--- src/rtl/gray_input_ctrl.sv ---
// Gray-code switch input controller.
// Synchronizes a 4-bit Gray code from switches, debounces it and converts each
// accepted change to binary. An accepted change produces a one-cycle valid pulse
// and increments an event counter. The LED outputs are active-low copies of binary_out.
module gray_input_ctrl #(
    parameter int DEBOUNCE_CYCLES = 4
) (
    input  logic       clk,
    input  logic       rst_n,
    input  logic [3:0] gray_in,
    input  logic       hold,
    output logic [3:0] binary_out,
    output logic [3:0] leds,
    output logic       valid,
    output logic       busy,
    output logic [7:0] event_cnt
);

    localparam int               CNT_W   = $clog2(DEBOUNCE_CYCLES);
    localparam logic [CNT_W-1:0] CNT_MAX = CNT_W'(DEBOUNCE_CYCLES - 1);

    typedef enum logic [1:0] {
        IDLE,
        DEBOUNCE,
        CONVERT,
        UPDATE
    } state_e;

    state_e           state_q, state_d;
    logic [3:0]       sync1_q;
    logic [3:0]       gray_s_q;
    logic [3:0]       gray_q, gray_d;
    logic [3:0]       gray_c_q, gray_c_d;
    logic [CNT_W-1:0] cnt_q, cnt_d;
    logic [3:0]       bin_q, bin_d;
    logic [7:0]       event_q, event_d;

    // Gray to binary: each binary bit is the XOR of all Gray bits at or above it.
    function automatic logic [3:0] gray2bin(input logic [3:0] g);
        logic [3:0] b;
        b[3] = g[3];
        b[2] = b[3] ^ g[2];
        b[1] = b[2] ^ g[1];
        b[0] = b[1] ^ g[0];
        return b;
    endfunction

    // Two-flop synchronizer for the asynchronous switch inputs.
    // NOTE: sequential state uses non-blocking (<=) so every flop samples pre-edge values.
    always_ff @(posedge clk or negedge rst_n) begin
        if (!rst_n) begin
            sync1_q  <= '0;
            gray_s_q <= '0;
        end else begin
            sync1_q  <= gray_in;
            gray_s_q <= sync1_q;
        end
    end

    // State and datapath registers; every register clears at once on reset.
    // NOTE: asynchronous reset acts immediately, so a sequence cut off mid-debounce leaves no trace.
    always_ff @(posedge clk or negedge rst_n) begin
        if (!rst_n) begin
            state_q  <= IDLE;
            gray_q   <= '0;
            gray_c_q <= '0;
            cnt_q    <= '0;
            bin_q    <= '0;
            event_q  <= '0;
        end else begin
            state_q  <= state_d;
            gray_q   <= gray_d;
            gray_c_q <= gray_c_d;
            cnt_q    <= cnt_d;
            bin_q    <= bin_d;
            event_q  <= event_d;
        end
    end

    // Next-state logic: start a debounce on a new code, qualify it, then commit it.
    always_comb begin
        // NOTE: defaulting every output first ensures that no path can infer a latch.
        state_d  = state_q;
        gray_d   = gray_q;
        gray_c_d = gray_c_q;
        cnt_d    = cnt_q;
        bin_d    = bin_q;
        event_d  = event_q;
        case (state_q)
            IDLE: begin
                if (!hold && (gray_s_q != gray_q)) begin
                    gray_c_d = gray_s_q;
                    cnt_d    = '0;
                    state_d  = DEBOUNCE;
                end
            end
            DEBOUNCE: begin
                if (gray_s_q != gray_c_q) begin
                    // Input moved again: track the new candidate and restart the count.
                    gray_c_d = gray_s_q;
                    cnt_d    = '0;
                end else if (cnt_q == CNT_MAX) begin
                    state_d = CONVERT;
                end else begin
                    cnt_d = cnt_q + CNT_W'(1);
                end
            end
            CONVERT: begin
                if (gray_c_q != gray_q) begin
                    gray_d  = gray_c_q;
                    bin_d   = gray2bin(gray_c_q);
                    event_d = event_q + 8'd1;
                    state_d = UPDATE;
                end else begin
                    // The bounce settled back on the accepted code, so nothing to report.
                    state_d = IDLE;
                end
            end
            UPDATE: begin
                state_d = IDLE;
            end
            default: begin
                state_d = IDLE;
            end
        endcase
    end

    assign binary_out = bin_q;
    assign leds       = ~bin_q;
    assign event_cnt  = event_q;
    assign valid      = (state_q == UPDATE);
    assign busy       = (state_q != IDLE);

endmodule

--- config.mk ---
export PLATFORM = sky130hd
export DESIGN_NAME = gray_input_ctrl
export DESIGN_NICKNAME = d
export VERILOG_FILES = /design/src/rtl/gray_input_ctrl.sv
export SDC_FILE = /design/constraint.sdc
export NUM_CORES = 1
export LEC_CHECK = 0
export CAP_MARGIN = 20
export CORE_ASPECT_RATIO = 1.5
export CORE_MARGIN = 4
export CORE_UTILIZATION = 40
export CTS_BUF_LIST = sky130_fd_sc_hd__clkbuf_8
export DETAILED_ROUTE_END_ITERATION = 12
export PLACE_DENSITY = 0.62
export SYNTH_ARGS = -nofsm -noshare
export SYNTH_HDL_FRONTEND = slang
export SYNTH_SLANG_ARGS = --single-unit
export TNS_END_PERCENT = 5
--- constraint.sdc ---
create_clock -name clk -period 4.4 [get_ports clk]
set_clock_uncertainty 0.15 [all_clocks]
set_input_delay 0.88 -clock clk [delete_from_list [all_inputs] [get_ports clk]]
set_output_delay 0.88 -clock clk [all_outputs]
set_load 0.05 [all_outputs]
==> out/qor.csv <==
metric,value,unit
status,completed,
count of cells along the worst register-to-register path,4,
overall via count from detail_route,840,
Final min period,2.71,ns
"Setup Fix Bufs, Post-CTS",0,
Worst Slack Setup Final,1.69,ns
PostCTS Resize Cnt,0,
antenna violations before repair,0,
largest fanout of any net on the critical path,6,
worst setup path start,state_q[1]$_DFFE_PN0P_,
Die W,55.7,um
fmax,369,MHz
dominant register cell in the synthesized netlist,sky130_fd_sc_hd__dfrtp_1,
Sequential Area,776,um2
nature of the critical path endpoint,primary output,
"FFs w/ async S/R, synth",1.00,
number of DRC markers in iteration 0,20,
diode insertion count for antenna repair,0,
post-synthesis cell type count,25,
setup-violating endpoint count in the final report,0,
Post-Synthesis Cell Area,1360,um2
clock latency on the worst-skew pair,0.27,ns
net total in the final layout,149,
cell with the biggest individual delay on the critical path,sky130_fd_sc_hd__clkdlybuf4s50_1,
Detailed Route WL,2140,um
post-synthesis sequential area ratio,0.569,
Crit path arrival time,1.68,ns
Synth Warn #,0,
Num CTS Buffers,5,
overall global routing resource usage,0.110,
GRT Residual Overflow,0,
average footprint of a synthesized cell,12.4,um2
synthesized netlist net count,119,
global-route wire length before repair,3550,um
final instance area,1730,um2
starting utilization of the core area,0.423,
final cycle utilization of the critical path,0.617,
weighted congestion at the end of routability-driven global placement,0.738,
post-place instance area,1650,um2
category of the critical setup timing path,flop to primary output,
max-slew violation count,0,
largest vdd supply drop,0.255,mV
buffer depth of the longest clock path,2,
actual slew at the worst max-slew pin,0.500,ns
count of flip-flops with a built-in enable after synthesis,0,
Worst Setup Slack post-DPL,1.93,ns
core region area,3220,um2
total iterations of the first detailed-routing run,4,
power density cells,307,nW/um2
cell chosen for the clock root,sky130_fd_sc_hd__clkbuf_8,
ratio of routed vias to standard cells,4.69,
ordered list of cells on the worst path,or2_2 > clkdlybuf4s50_1,
footprint of the multi-input gates,546,um2
number of global-route vias before repair,782,
Slowest Stage Delay on Critical Path,0.70,ns
residual DRC count,0,
Hold Crit Class,flop to flop,
Power Total,531,uW
launching point of the worst reg2reg path,gray_c_q[1]$_DFFE_PN0P_,
H-Tree Level Count,2,
max-cap violation count,0,
Vert. Die Dim,79.5,um
hold bufs inserted after CTS,0,
total count of hold-check failures in the final report,0,
fraction of final layout cells sized beyond drive strength 1,0.144,
Worst R2R Setup Slack,2.45,ns
die footprint,4420,um2
Top Ports,25,
Syn Inst Count,110,
Routed WL per cell,11.9,um
Relative slew margins,0.666,
setup repair after global routing missed its margin,no,
detailed placement HPWL,1550,um
standby leakage power,0.000803,uW
synthesis-to-layout area growth,26.9,%
Buffers on Ports,24,
number of synthesized register bits,31,
clock tree from TritonCTS,yes,
"Reg clk slew, reported paths",0.06,ns
capturing element of the worst setup path,busy,
element type at the critical path start,flop,
CTS sink count,31,
Site Rows,25,
Reg-to-Reg End,event_cnt[1]$_DFFE_PN0P_,
final worst hold slack,0.196,ns
largest net degree at the start of global routing,32,
Total Negative Setup Slacks,0,ns
post-detailed-route count of antenna-violating nets,0,
required time reported for the critical path endpoint,3.37,ns
Fill cells,282,
registers in the layout, summed over array words and instances, names as in the netlist:
signal      flops
gray_c_q        4
binary_out      3
gray_q          4
state_q         2
gray_s_q        4
event_cnt       8
sync1_q         4
cnt_q           2
through the flow:
stage          utilization  std cells
3_5_place_dp         0.511        172
2_1_floorplan            -        110
3_3_place_gp         0.511        172
5_1_grt              0.537        179
4_1_cts              0.533        178
6_report             0.537        179
critical path, delay by kind of cell, from the launching register on:
family / cells / cell delay [ns]
flip-flops: 1 / 0.42
AND/OR/NAND/NOR: 1 / 0.29
buffers and inverters: 1 / 0.70
cell usage in the layout (no fill, tap or decap), drive strengths merged, types with 3 or more instances in the layout:
cell	netlist	final
clkbuf	0	5
clkdlybuf4s50	0	24
nand3	5	5
nor3	3	3
a21oi	3	3
nand2	7	7
nor2	5	5
dfrtp	31	31
xor2	16	16
o21ai	3	3
inv	7	8
xnor2	6	6
mux2	9	9
logic make-up after synthesis:
family / after synthesis / synth area share
xor gates and xnor gates: 22 / 0.141
buffers and inverters: 10 / 0.0386
adders and majority gates: 2 / 0.0184
DFF: 31 / 0.569
muxes: 9 / 0.0744
and+or+nand+nor: 25 / 0.0964
AOI/OAI and AO/OA: 11 / 0.0615
per-layer routing:
| layer | vias up | GRT usage | part of all wire |
|---|---|---|---|
| li1 | 422 | - | - |
| met1 | 394 | 0.118 | 0.43 |
| met2 | 19 | 0.173 | 0.48 |
| met3 | 5 | 0.0485 | 0.062 |
| met4 | 0 | 0.0730 | 0.024 |
| met5 | - | 0 | 0 |
cells in the mapped netlist, types with 2 or more instances:
master / number / area (um2)
sky130_fd_sc_hd__inv_1: 7 / 26.3
sky130_fd_sc_hd__nand3_1: 5 / 25.0
sky130_fd_sc_hd__nand2_1: 7 / 26.3
sky130_fd_sc_hd__ha_1: 2 / 25.0
sky130_fd_sc_hd__buf_4: 2 / 15.0
sky130_fd_sc_hd__o21ai_0: 3 / 15.0
sky130_fd_sc_hd__nor3_1: 3 / 15.0
sky130_fd_sc_hd__a21oi_1: 2 / 10.0
sky130_fd_sc_hd__xor2_1: 16 / 140
sky130_fd_sc_hd__nor2_1: 5 / 18.8
sky130_fd_sc_hd__dfrtp_1: 31 / 776
sky130_fd_sc_hd__mux2_2: 9 / 101
sky130_fd_sc_hd__xnor2_1: 6 / 52.6
cell type report:
class,instances,share of cell area
Timing Repair Buffer,26,0.150
Multi-Input combinational cell,69,0.315
Clock buffer,5,0.0398
Sequential cell,31,0.449
Tap cell,40,0.0289
Inverter,7,0.0152
Clock inverter,1,0.00217
power by group:
part	leakage (uW)	switching, uW	internal [uW]
registers	0.000399	9.71	296
clock network	0.0000413	87.7	103
logic	0.000362	18.1	17.7
total	0.000803	115	416
worst min-delay path by stage:
stage,slack (ns),startpoint,endpoint,cells after the start
final,0.20,sync1_q[0]$_DFF_PN0_,gray_s_q[0]$_DFF_PN0_,0
after global routing,0.21,sync1_q[1]$_DFF_PN0_,gray_s_q[1]$_DFF_PN0_,0
after CTS,0.20,sync1_q[0]$_DFF_PN0_,gray_s_q[0]$_DFF_PN0_,0
after detailed placement,0.18,sync1_q[0]$_DFF_PN0_,gray_s_q[0]$_DFF_PN0_,0
after global placement,0.18,sync1_q[3]$_DFF_PN0_,gray_s_q[3]$_DFF_PN0_,0
after floorplan,0.18,sync1_q[0]$_DFF_PN0_,gray_s_q[0]$_DFF_PN0_,0
Note: power is estimated with default switching activity, not from simulation.
